$ cat config.mk
export PLATFORM = sky130hd
export DESIGN_NAME = four_button_debounce
export DESIGN_NICKNAME = d
export VERILOG_FILES = /design/src/rtl/four_button_debounce.sv
export SDC_FILE = /design/constraint.sdc
export NUM_CORES = 1
export LEC_CHECK = 0
export BUFFER_PORTS_ARGS = -buffer_cell sky130_fd_sc_hd__buf_4
export CORE_MARGIN = 2
export CORE_UTILIZATION = 45
export DETAILED_ROUTE_END_ITERATION = 8
export PLACE_DENSITY_LB_ADDON = 0.3
export RECOVER_POWER = 50
export SLEW_MARGIN = 15
export SYNTH_ARGS = -nofsm -noshare
export SYNTH_HDL_FRONTEND = slang
export SYNTH_SLANG_ARGS = --single-unit
$ cat constraint.sdc
create_clock -name i_clk -period 1.5 [get_ports i_clk]
set_input_delay 0.3 -clock i_clk [delete_from_list [all_inputs] [get_ports i_clk]]
set_output_delay 0.3 -clock i_clk [all_outputs]
set_load 0.02 [all_outputs]
$ cat src/rtl/four_button_debounce.sv
// Four independent channels: 2-flop synchroniser, then a STABLE/PENDING
// stability filter that emits a clean active-low level plus press/release pulses.
module four_button_debounce #(
    parameter int DEBOUNCE_CYCLES = 50000,
    parameter int CNT_W           = 16
) (
    input  logic       i_clk,
    input  logic       i_rst_n,
    input  logic [3:0] i_btn_raw,
    output logic [3:0] o_btn_n,
    output logic [3:0] o_press,
    output logic [3:0] o_release
);

    typedef enum logic {
        STABLE  = 1'b0,
        PENDING = 1'b1
    } state_t;

    localparam logic [CNT_W-1:0] CNT_LAST = CNT_W'(DEBOUNCE_CYCLES - 1);
    localparam logic [CNT_W-1:0] CNT_ONE  = CNT_W'(1);

    logic [3:0] s1_q;
    logic [3:0] s2_q;

    // Synchroniser idles high so released buttons never look pressed after reset.
    always_ff @(posedge i_clk or negedge i_rst_n) begin
        if (!i_rst_n) begin
            s1_q <= 4'b1111;
            s2_q <= 4'b1111;
        end else begin
            s1_q <= i_btn_raw;
            s2_q <= s1_q;
        end
    end

    genvar gi;
    for (gi = 0; gi < 4; gi++) begin : g_ch
        state_t           state_q, state_d;
        logic [CNT_W-1:0] cnt_q, cnt_d;
        logic             btn_q, btn_d;
        logic             press_q, press_d;
        logic             rel_q, rel_d;
        logic             accept;

        always_comb begin
            state_d = state_q;
            cnt_d   = cnt_q;
            btn_d   = btn_q;
            press_d = 1'b0;
            rel_d   = 1'b0;
            accept  = 1'b0;
            case (state_q)
                STABLE: begin
                    cnt_d = '0;
                    if (s2_q[gi] != btn_q) begin
                        if (DEBOUNCE_CYCLES == 1) begin
                            accept = 1'b1;
                        end else begin
                            state_d = PENDING;
                            cnt_d   = CNT_ONE;
                        end
                    end
                end
                PENDING: begin
                    if (s2_q[gi] == btn_q) begin
                        state_d = STABLE;
                        cnt_d   = '0;
                    end else if (cnt_q == CNT_LAST) begin
                        accept = 1'b1;
                    end else begin
                        cnt_d = cnt_q + CNT_ONE;
                    end
                end
                default: begin
                    state_d = STABLE;
                    cnt_d   = '0;
                end
            endcase
            if (accept) begin
                state_d = STABLE;
                cnt_d   = '0;
                btn_d   = s2_q[gi];
                press_d = ~s2_q[gi];
                rel_d   = s2_q[gi];
            end
        end

        always_ff @(posedge i_clk or negedge i_rst_n) begin
            if (!i_rst_n) begin
                state_q <= STABLE;
                cnt_q   <= '0;
                btn_q   <= 1'b1;
                press_q <= 1'b0;
                rel_q   <= 1'b0;
            end else begin
                state_q <= state_d;
                cnt_q   <= cnt_d;
                btn_q   <= btn_d;
                press_q <= press_d;
                rel_q   <= rel_d;
            end
        end

        assign o_btn_n[gi]   = btn_q;
        assign o_press[gi]   = press_q;
        assign o_release[gi] = rel_q;
    end

endmodule

; ---- Yosys cells after proc, flatten, opt, wreduce, memory -nomap -nowiden
; Cells that the tools add are included.
[classes]
addsub = 4
n_eq_ne = 16
muxes = 56
bitwise_logic = 8
[ops]
columns = cell, count
row1 = $mux W16, 12
row2 = $pmux W16 S2, 4
row3 = $add A16 B1 Y16 const B, 4
row4 = $eq A16 B16 Y1 const B, 4
row5 = $mux W1, 36
row6 = $ne A4 B4 Y1 const B, 4
row7 = $not A1 Y1, 8
row8 = $pmux W1 S2, 4
row9 = $eq A1 B1 Y1, 4
row10 = $ne A1 B1 Y1, 4
[totals]
regBits = 88
in_bits = 6
output_inout_bits = 12
elab_cells = 106

; ---- Longest topological paths before layout
; Gate-level depths: netlist of run 1.
[depth]
ltp_word = 5
depth_mapped = 6
mapped_depth_nobuf = 5

; ---- Least setup slack after synthesis of run 1
; Ideal clock, no wire load.
[synth_timing]
kind = register to register
from = register g_ch[2].cnt_q[5]
to = register g_ch[2].cnt_q[15]
setup_time_ns = 0.078
t_arrival_ns = 1.493
required_ns = 1.422
path_slack_ns = -0.070
path_stages_with_launch = 5
n_path_buf = 0
synth_period_minus_slack_ns = 1.570
path_cell_list = dfrtp_1 > nand3_2 > or3_1 > or4_1 > a21oi_1
[synth_via]
elab_chain_len = 5
word_cells_on_any_way = 10
cone_classes = 1 x add/sub / 2 x eq/ne / 7 x mux
[synth_lines]
columns = element, line_no
row1 = start: declaration, 40  ; logic [CNT_W-1:0] cnt_q, cnt_d;
row2 = start signal: assignment, 98  ; cnt_q <= cnt_d;
row3 = $add A16 B1 Y16 / $eq A16 B16 Y1 (equally long branches), "72, 69"
row4 = $mux W16 / $mux W1 (equally long branches), 69  ; end else if (cnt_q == CNT_LAST) begin
row5 = $mux W16 / $mux W1 (equally long branches), 66  ; if (s2_q[gi] == btn_q) begin
row6 = $pmux W16 S2 / $mux W1 (equally long branches), 53  ; case (state_q)
row7 = $mux W16 / $ne A4 B4 Y1 (equally long branches), --
; Parallel ways exist; a longest one is shown, timed or not. The select of a mux whose other input is x is not followed.
; A chain may end at the register's enable or synchronous reset.

; ---- Worst setup path after layout of run 1
[layout_timing]
from = register g_ch[0].cnt_q[0]
to = register g_ch[0].btn_q
[layout_via]
elab_chain_len = 4
[layout_lines]
columns = element, line_no
row1 = start: declaration, 40
row2 = start signal: assignment, 98
row3 = $eq A16 B16 Y1, 69
row4 = $mux W1, 69
row5 = $mux W1, 66
row6 = $mux W1, 53
row7 = end signal: assignment, 99  ; btn_q <= btn_d;
row8 = end: declaration, 41  ; logic btn_q, btn_d;
; Every way passes these cells.

==> flow_metrics.env, run 1 <==
export IMPL_cts_made_buffers=9
export IMPL_die_x_um=98.59
export IMPL_worstSetupStartpoint="g_ch[0].cnt_q[0]"
export IMPL_die_area_sq_mm=0.009720
export IMPL_syn_to_final_growth_pct=34.21
export IMPL_clkTransAtPathRegs_ps=80
export IMPL_clock_path_buffers=2
export IMPL_power_density_mw_per_mm2=824.2
export IMPL_ant_nets=0
export IMPL_die_y_um=98.59
export IMPL_synth_seq_cells=88
export IMPL_placed_cells=563
export IMPL_drt_pass1_iter_count=4
export IMPL_ff2ff_path_depth=5
export IMPL_power_leakage_nw=2.297
export IMPL_num_rows=34
export IMPL_drv_cap=0
export IMPL_cts_htree_levels=3
export IMPL_cp_start_kind="register"
export IMPL_critPathKind="reg2reg"
export IMPL_netlist_instances=383
export IMPL_root_buffer="clkbuf_8"
export IMPL_crit_chain="ha_4, and4_1, nand4_1, nor2_2, mux2_4"
export IMPL_cp_slowest_cell="dfrtp_1"
export IMPL_status="finished with violations"
export IMPL_cts_sinks=88
export IMPL_critical_path_max_stage_delay_ps=410
export IMPL_violations="setup timing"
export IMPL_dp_slack_ps=-97.56
export IMPL_antenna_found_initial=0
export IMPL_cts_tree="yes"
export IMPL_clk_latency_ps=360
export IMPL_reg2reg_slack_ps=-3
export IMPL_synth_cell_types=30
export IMPL_io_pins=18
export IMPL_finalSetupViolations=1
export IMPL_start_util=0.4640
export IMPL_final_cells=598
export IMPL_fin_crit_sh=1.002
export IMPL_worstSetupEndpointType="register"
export IMPL_fin_nets=495
export IMPL_cp_max_fo=4
export IMPL_seq_area_frac_synth=0.5507
export IMPL_rsz0062_at_grt="true"
export IMPL_hold_class="in2reg"
export IMPL_grt_max_degree=65
export IMPL_gr_usage_all_layers=0.1795
export IMPL_overflow=0
export IMPL_layout_setup_ws_ps=-2.962
export IMPL_avgViaCountPerCell=5.095
export IMPL_syn_num_nets=393
export IMPL_hold_viol_final=0
export IMPL_final_cell_mix="buf_4, dfrtp_1, nor2_1"
export IMPL_gp_congestion=0.8002
export IMPL_maxSlewHeadroom=0.4142
export IMPL_fmax_ghz=0.6654
export IMPL_rr_startpoint="g_ch[0].cnt_q[0]"
export IMPL_via_count=3047
export IMPL_grt_pass1_vias=3123
export IMPL_critPathRequiredTime_ps=1790
export IMPL_arrival_ps=1790
export IMPL_post_route_min_period_ps=1503
export IMPL_portBuffers=17
export IMPL_dp_hpwl_mm=5.401
export IMPL_drc=0
export IMPL_drt_wl_total_mm=8.143
export IMPL_coreArea_sq_mm=0.008678
export IMPL_drive_gt1_frac=0.3837
export IMPL_peakVddDrop_mv=0.5239
export IMPL_detail_route_wl_per_cell_um=13.62
export IMPL_grt_pass1_wl_mm=14.15
export IMPL_drtIter0Drc=78
export IMPL_r2r_end="g_ch[0].btn_q"
export IMPL_mostFrequentLayoutCell="buf_4"
export IMPL_num_antenna_cells=0
export IMPL_yosysWarnings=0
export IMPL_syn_area_sq_mm=0.004026
export IMPL_report_final_slew_viol_count=0
export IMPL_tightest_slew_ps=878.7
export IMPL_post_synth_cell_area_avg_sq_um=10.51
export IMPL_endpoint="g_ch[0].btn_q"
export IMPL_skew_ps=6.559
cells in the mapped netlist (all sizes together):
cell | n | area (sq um)
and2 | 4 | 25.02
o21ai | 1 | 5.000
dfrtp | 76 | 1902
and3 | 4 | 25.02
or3 | 2 | 12.51
xor2 | 21 | 183.9
nor3 | 16 | 80.08
nor2 | 73 | 274.0
inv | 10 | 37.54
nor4b | 6 | 52.55
dfstp | 12 | 315.3
nor4 | 9 | 56.30
or4 | 1 | 7.510
and4 | 6 | 52.55
a21oi | 2 | 10.01
nand4 | 21 | 131.4
nand2 | 14 | 52.55
mux2 | 4 | 45.04
a211oi | 4 | 30.03
nand2b | 5 | 31.28
buf | 12 | 90.09
and4bb | 1 | 12.51
and3b | 2 | 17.52
o31ai | 1 | 7.510
nand3 | 24 | 125.1
ha | 4 | 50.05
clkbuf | 6 | 22.52
xnor2 | 39 | 341.6
nor4bb | 3 | 30.03
sequential cells by signal, summed over array words and instances (netlist names):
name / flops
g_ch.cnt_q: 64
g_ch.btn_q: 4
g_ch.press_q: 4
g_ch.rel_q: 4
g_ch.state_q: 4
s1_q: 4
s2_q: 4
routing by layer:
layer	up-vias	GRT usage	share of wire
li1	1505	-	-
met1	1491	0.2354	0.46
met2	41	0.2915	0.49
met3	10	0.04610	0.032
met4	0	0.06322	0.014
met5	-	0	0
metrics by stage:
step	cell area (sq um)	util	setup TNS [ps]	power (mW)	hold slack, ps
floorplan	4061	-	-465.6	2.541	4.409
global placement	4792	0.5522	-81.46	2.660	326.4
detailed placement	4792	0.5522	-327.5	2.667	328.2
CTS	5166	0.5953	-139.5	4.522	21.22
global route	5404	0.6227	-1839	4.649	14.65
finish	5404	0.6227	-2.962	4.454	45.13
worst max-delay path: cells and delay by family, from the launching register on:
family,cells,cell delay (ps)
muxes,1,310
adders and majority gates,1,170
and+or+nand+nor,3,550
DFF,1,410
area by class of cell:
type,instances,area [sq um]
timing repair buffer,109,847.1
sequential,88,2218
clock inverter,4,76.32
tap,108,135.1
multi-input combinational,267,1944
inverter,10,37.54
clock buffer,12,145.1
fill,704,3274
logic make-up after synthesis:
group,share of synthesized area
buf+inv,0.03729
flops,0.5507
xor+xnor,0.1305
simple gates,0.2449
mux,0.01119
fa+ha+maj,0.01243
compound gates,0.01305
power breakdown:
| group | leakage [nW] | internal [mW] | switching (mW) | total, mW |
|---|---|---|---|---|
| combinational | 1.02 | 0.0871 | 0.117 | 0.205 |
| sequential | 1.17 | 2.41 | 0.0296 | 2.44 |
| clock | 0.107 | 0.991 | 0.818 | 1.81 |
| total | 2.30 | 3.49 | 0.965 | 4.45 |
worst min-delay path by stage:
stage                            start                end  slack (ps)  cells past startpoint
after floorplan                i_rst_n   g_ch[0].cnt_q[0]           4                      0
after detailed placement       i_rst_n  g_ch[0].cnt_q[11]         330                      2
after CTS                 i_btn_raw[0]            s1_q[0]          20                      1
after global routing      i_btn_raw[0]            s1_q[0]          10                      1
final                     i_btn_raw[0]            s1_q[0]          50                      1
after global placement         i_rst_n   g_ch[0].cnt_q[6]         330                      2
repair_timing:
action                                  in CTS  in global routing
pin swaps                                   17                 21
setup buffers                                9                  9
hold buffers                                 1                  0
cloned                                       0                  0
endpoints found under the setup margin      11                 70
gates resized for setup                     16                 35
endpoints found under the hold margin       76                  0
Note: power is estimated with default switching activity, not from simulation.
==> run 2, diff against run 1 <==
--- a/config.mk
+++ b/config.mk
@@ -5,9 +5,11 @@
 export SDC_FILE = /design/constraint.sdc
 export NUM_CORES = 1
 export LEC_CHECK = 0
+export ABC_CLOCK_PERIOD_IN_PS = 1500
 export BUFFER_PORTS_ARGS = -buffer_cell sky130_fd_sc_hd__buf_4
+export CORE_ASPECT_RATIO = 1.25
 export CORE_MARGIN = 2
-export CORE_UTILIZATION = 45
+export CORE_UTILIZATION = 55
 export DETAILED_ROUTE_END_ITERATION = 8
 export PLACE_DENSITY_LB_ADDON = 0.3
 export RECOVER_POWER = 50
==> run 2 against run 1 <==
The flow still finishes with violations (setup timing). Clock power is 12% lower. Worst setup slack worse by 61 ps. Total power is 4.9% lower. Combinational power is 2% lower. Largest power group unchanged.
==> flow_metrics.env, run 2 (same netlist as run 1, synthesis figures left out) <==
export IMPL_drv_cap=0
export IMPL_setup_tns_ps=-109.3
export IMPL_drive_gt1_frac=0.3417
export IMPL_maxSlewHeadroom=0.4130
export IMPL_post_route_min_period_ps=1564
export IMPL_clock_path_buffers=2
export IMPL_hold_end="s1_q[0]"
export IMPL_gr_usage_all_layers=0.2158
export IMPL_cts_tree="yes"
export IMPL_portBuffers=17
export IMPL_critPathKind="reg2reg"
export IMPL_finalSetupViolations=3
export IMPL_detail_route_wl_per_cell_um=14.62
export IMPL_hold_viol_final=0
export IMPL_grt_pass1_vias=3073
export IMPL_coreArea_sq_mm=0.007019
export IMPL_fmax_ghz=0.6393
export IMPL_die_area_sq_mm=0.008025
export IMPL_mostFrequentLayoutCell="buf_4"
export IMPL_rr_startpoint="g_ch[2].cnt_q[10]"
export IMPL_ant_nets=0
export IMPL_ff2ff_path_depth=4
export IMPL_overflow=0
export IMPL_start_util=0.5736
export IMPL_largest_reg_flops=64
export IMPL_via_count=3038
export IMPL_hold_class="in2reg"
export IMPL_rsz0062_at_grt="true"
export IMPL_layout_setup_ws_ps=-64.12
export IMPL_final_cell_mix="buf_4, dfrtp_1, nor2_1"
export IMPL_num_rows=34
export IMPL_fin_nets=482
export IMPL_arrival_ps=1850
export IMPL_clk_latency_ps=360
export IMPL_r2r_end="g_ch[2].cnt_q[15]"
export IMPL_worstSetupEndpointType="register"
export IMPL_drtIter0Drc=157
export IMPL_die_x_um=80.53
export IMPL_cts_htree_levels=3
export IMPL_reg2reg_slack_ps=-60
export IMPL_cp_max_fo=5
export IMPL_skew_ps=9.343
export IMPL_clkTransAtPathRegs_ps=80
export IMPL_drt_pass1_iter_count=4
export IMPL_drc=0
export IMPL_io_pins=18
export IMPL_dp_hpwl_mm=5.319
export IMPL_largest_register="g_ch.cnt_q"
export IMPL_cts_sinks=88
export IMPL_gp_congestion=0.8190
export IMPL_cp_start_kind="register"
export IMPL_antenna_found_initial=0
export IMPL_root_buffer="clkbuf_8"
export IMPL_violations="setup timing"
export IMPL_num_antenna_cells=0
export IMPL_post_route_util=0.7421
export IMPL_tightest_slew_ps=880.5
export IMPL_fin_crit_sh=1.043
export IMPL_status="finished with violations"
export IMPL_grt_pass1_wl_mm=13.63
export IMPL_avgViaCountPerCell=5.358
export IMPL_power_total_mw=4.236
export IMPL_peakVddDrop_mv=0.7897
export IMPL_power_leakage_nw=2.194
export IMPL_min_path_cells=1
export IMPL_worstHoldStart="i_btn_raw[0]"
export IMPL_critPathRequiredTime_ps=1780
export IMPL_die_y_um=99.66
export IMPL_report_final_slew_viol_count=0
export IMPL_cts_made_buffers=9
export IMPL_grt_max_degree=43
export IMPL_drt_wl_total_mm=8.291
export IMPL_syn_to_final_growth_pct=29.37
export IMPL_power_density_mw_per_mm2=813.2
export IMPL_worstSetupStartpoint="g_ch[2].cnt_q[10]"
[run 2: cell types whose count changed in the layout (fill, tap and decap cells not counted), moves of 3 or more]
cell / change
and2_1: +3
buf_4: -13
clkinv_2: +3
and2_4: -3
[run 2: power by group]
part           leakage [nW]  switching, mW  internal [mW]
Clock                0.0920          0.834          0.762
Combinational         0.933          0.114         0.0865
Sequential             1.17         0.0287           2.41
Total                  2.19          0.977           3.26
[run 2: how the worst max path moves through the flow]
| stage | end | slack, ps | cells past startpoint |
|---|---|---|---|
| floorplan | g_ch[2].cnt_q[15] | -50 | 4 |
| global placement | g_ch[0].btn_q | -40 | 4 |
| detailed placement | g_ch[0].btn_q | -50 | 4 |
| CTS | g_ch[2].cnt_q[15] | -40 | 4 |
| global route | g_ch[2].cnt_q[15] | -120 | 4 |
| finish | g_ch[2].cnt_q[15] | -60 | 4 |
[run 2: stage by stage]
stage | cell area [sq um] | cells | setup WS, ps | hold slack (ps)
final | 5209 | 567 | -64.12 | 46.18
after global routing | 5209 | 567 | -122.1 | 34.56
after CTS | 5035 | 562 | -44.35 | 35.73
after detailed placement | 4767 | 543 | -48.86 | 172.6
after global placement | 4767 | 543 | -36.61 | 171.1
after floorplan | 4061 | 383 | -47.78 | 4.409
[run 2: timing repair]
action                                 CTS  global route
buffers inserted                         2             5
resized for setup                       10            25
setup endpoints to repair               41            51
endpoints found under the hold margin   12             0
pin swaps                                9            19
hold buffers                             1             0
[run 2: final cells by class]
type                            instances  area (sq um)
Clock buffer                           10         127.6
Clock inverter                          6         60.06
Fill cell                             463          1810
Inverter                               10         37.54
Multi-Input combinational cell        267          1876
Sequential cell                        88          2218
Tap cell                               90         112.6
Timing Repair Buffer                   96         777.0
[run 2: worst max-delay path, cell delays in order (launching register included)]
cell and delay, ps:
dfrtp_1 420, buf_6 130, nand4_1 240, or4_1 570, a21oi_1 130
[run 2: per-layer routing]
| layer | track usage | wire, um |
|---|---|---|
| met1 | 0.2846 | 3516 |
| met2 | 0.3468 | 4390 |
| met3 | 0.04083 | 218 |
| met4 | 0.09648 | 165 |
| met5 | 0 | 0 |
==> run 3, diff against run 2 <==
--- a/config.mk
+++ b/config.mk
@@ -7,9 +7,11 @@
 export LEC_CHECK = 0
 export ABC_CLOCK_PERIOD_IN_PS = 1500
 export BUFFER_PORTS_ARGS = -buffer_cell sky130_fd_sc_hd__buf_4
+export CELL_PAD_IN_SITES_DETAIL_PLACEMENT = 0
+export CELL_PAD_IN_SITES_GLOBAL_PLACEMENT = 2
 export CORE_ASPECT_RATIO = 1.25
 export CORE_MARGIN = 2
-export CORE_UTILIZATION = 55
+export CORE_UTILIZATION = 36
 export DETAILED_ROUTE_END_ITERATION = 8
 export PLACE_DENSITY_LB_ADDON = 0.3
 export RECOVER_POWER = 50
==> run 3 against run 2 <==
The run still ends with setup timing left. Worst hold slack better by 11 ps. Sequential cell count stayed put. Final area increased by 7.2%. Die area is 50% higher. Largest cell class unchanged. Sequential power about the same. Sequential share of layout area fell by 2.9 points. Register-to-register slack improved by 20 ps. Clock skew decreased by 2.1 ps. Non-clock buffer count increased by 16.
==> flow_metrics.env, run 3 (same netlist as run 1, synthesis figures left out) <==
export IMPL_status="finished with violations"
export IMPL_violations="setup timing"
export IMPL_fin_nets=498
export IMPL_io_pins=18
export IMPL_mostFrequentLayoutCell="buf_4"
export IMPL_finalSetupViolations=4
export IMPL_power_density_mw_per_mm2=945.7
export IMPL_clock_path_buffers=2
export IMPL_worst_path_buf_inv=0
export IMPL_reg2reg_slack_ps=-40
export IMPL_cp_start_kind="register"
export IMPL_fmax_ghz=0.6496
export IMPL_antenna_found_initial=0
export IMPL_clkTransAtPathRegs_ps=60
export IMPL_start_util=0.3668
export IMPL_gp_congestion=0.7926
export IMPL_n_fill_cell=1038
export IMPL_cts_tree="yes"
export IMPL_portBuffers=17
export IMPL_rr_startpoint="g_ch[0].cnt_q[1]"
export IMPL_critical_path_max_stage_delay_ps=400
export IMPL_setup_tns_ps=-116.9
export IMPL_skew_ps=7.202
export IMPL_grt_pass1_vias=3030
export IMPL_final_cells=628
export IMPL_final_area_sq_mm=0.005582
export IMPL_post_route_util=0.5086
export IMPL_critPathRequiredTime_ps=1770
export IMPL_critPathKind="reg2reg"
export IMPL_grt_max_degree=89
export IMPL_largest_reg_flops=64
export IMPL_cts_made_buffers=9
export IMPL_post_route_min_period_ps=1539
export IMPL_crit_chain="ha_4, and4_4, nand4_1, nor2_2, mux2_4"
export IMPL_arrival_ps=1810
export IMPL_die_y_um=122.2
export IMPL_peakVddDrop_mv=0.5917
export IMPL_hold_ws_ps=57.25
export IMPL_drive_gt1_frac=0.3976
export IMPL_maxSlewHeadroom=0.2064
export IMPL_layout_setup_ws_ps=-39.34
export IMPL_cts_htree_levels=3
export IMPL_multi_input_area_sq_mm=0.001926
export IMPL_final_cell_mix="buf_4, dfrtp_1, nor2_1"
export IMPL_worstHoldStart="i_btn_raw[2]"
export IMPL_detail_route_wl_per_cell_um=13.19
export IMPL_avgViaCountPerCell=4.833
export IMPL_placed_cells=598
export IMPL_hold_viol_final=0
export IMPL_ant_nets=0
export IMPL_worstSetupEndpointType="register"
export IMPL_coreArea_sq_mm=0.01098
export IMPL_fin_crit_sh=1.026
export IMPL_hold_end="s1_q[2]"
export IMPL_tightest_slew_ps=1190
export IMPL_power_leakage_nw=2.365
export IMPL_ff2ff_path_depth=5
export IMPL_syn_to_final_growth_pct=38.63
export IMPL_placement_cell_area_sq_mm=0.004886
export IMPL_drc=0
export IMPL_root_buffer="clkbuf_16"
export IMPL_via_count=3035
export IMPL_seq_area_sq_mm=0.002217
export IMPL_cp_max_fo=4
export IMPL_die_x_um=98.59
export IMPL_overflow=0
export IMPL_gr_usage_all_layers=0.1475
export IMPL_rsz0062_at_grt="true"
export IMPL_grt_pass1_wl_mm=14.16
export IMPL_die_area_sq_mm=0.01205
export IMPL_largest_register="g_ch.cnt_q"
export IMPL_cts_sinks=88
export IMPL_dp_hpwl_mm=5.493
export IMPL_num_antenna_cells=0
export IMPL_hold_class="in2reg"
export IMPL_crit_family="simple AND/OR/NAND/NOR gates"
export IMPL_drt_pass1_iter_count=4
export IMPL_r2r_end="g_ch[0].btn_q"
export IMPL_drtIter0Drc=57
export IMPL_num_rows=43
export IMPL_drv_cap=0
export IMPL_clk_latency_ps=340
export IMPL_drt_wl_total_mm=8.282
export IMPL_min_path_cells=1
export IMPL_report_final_slew_viol_count=0
export IMPL_cp_slowest_cell="dfrtp_1"
run 3: area by class of cell:
type,instances,share of cell area
Tap cell,135,0.03026
Timing Repair Buffer,112,0.1578
Multi-Input combinational cell,267,0.3450
Clock inverter,6,0.02017
Clock buffer,10,0.04282
Inverter,10,0.006725
Sequential cell,88,0.3972
run 3: timing repair:
| action | 4_1_cts | 5_1_grt |
|---|---|---|
| hold buffers | 0 | 0 |
| endpoints found under the setup margin | 24 | 63 |
| buffers inserted | 7 | 7 |
| resized for setup | 12 | 41 |
| pin swaps | 14 | 22 |
run 3: worst max path at each step:
stage | start | endpoint | slack (ps) | cells after the start
after detailed placement | g_ch[0].cnt_q[0] | g_ch[0].btn_q | -100 | 5
after global routing | g_ch[2].cnt_q[0] | g_ch[2].btn_q | -120 | 5
after floorplan | g_ch[2].cnt_q[5] | g_ch[2].cnt_q[15] | -50 | 4
final | g_ch[0].cnt_q[1] | g_ch[0].btn_q | -40 | 5
after CTS | g_ch[2].cnt_q[0] | g_ch[2].btn_q | -40 | 5
after global placement | g_ch[2].cnt_q[0] | g_ch[2].btn_q | -50 | 5
run 3: metal layers:
layer  vias up  share of wire  global-route usage
li1       1507              -                   -
met1      1497           0.46              0.1904
met2        22           0.50              0.2385
met3         9          0.026             0.03759
met4         0          0.017             0.05993
met5         -              0                   0
run 3: metrics by stage:
stage	worst slack, ps	power, mW
2_1_floorplan	-47.78	2.541
3_3_place_gp	-50.38	2.665
3_5_place_dp	-97.47	2.666
4_1_cts	-39.53	5.356
5_1_grt	-115.5	5.463
6_report	-39.34	5.278
run 3: power breakdown:
part | switching, mW | total (mW) | leakage (nW) | internal [mW]
registers | 0.0279 | 2.44 | 1.17 | 2.41
clock network | 0.957 | 2.64 | 0.173 | 1.68
logic | 0.115 | 0.198 | 1.02 | 0.0831
total | 1.10 | 5.28 | 2.36 | 4.18
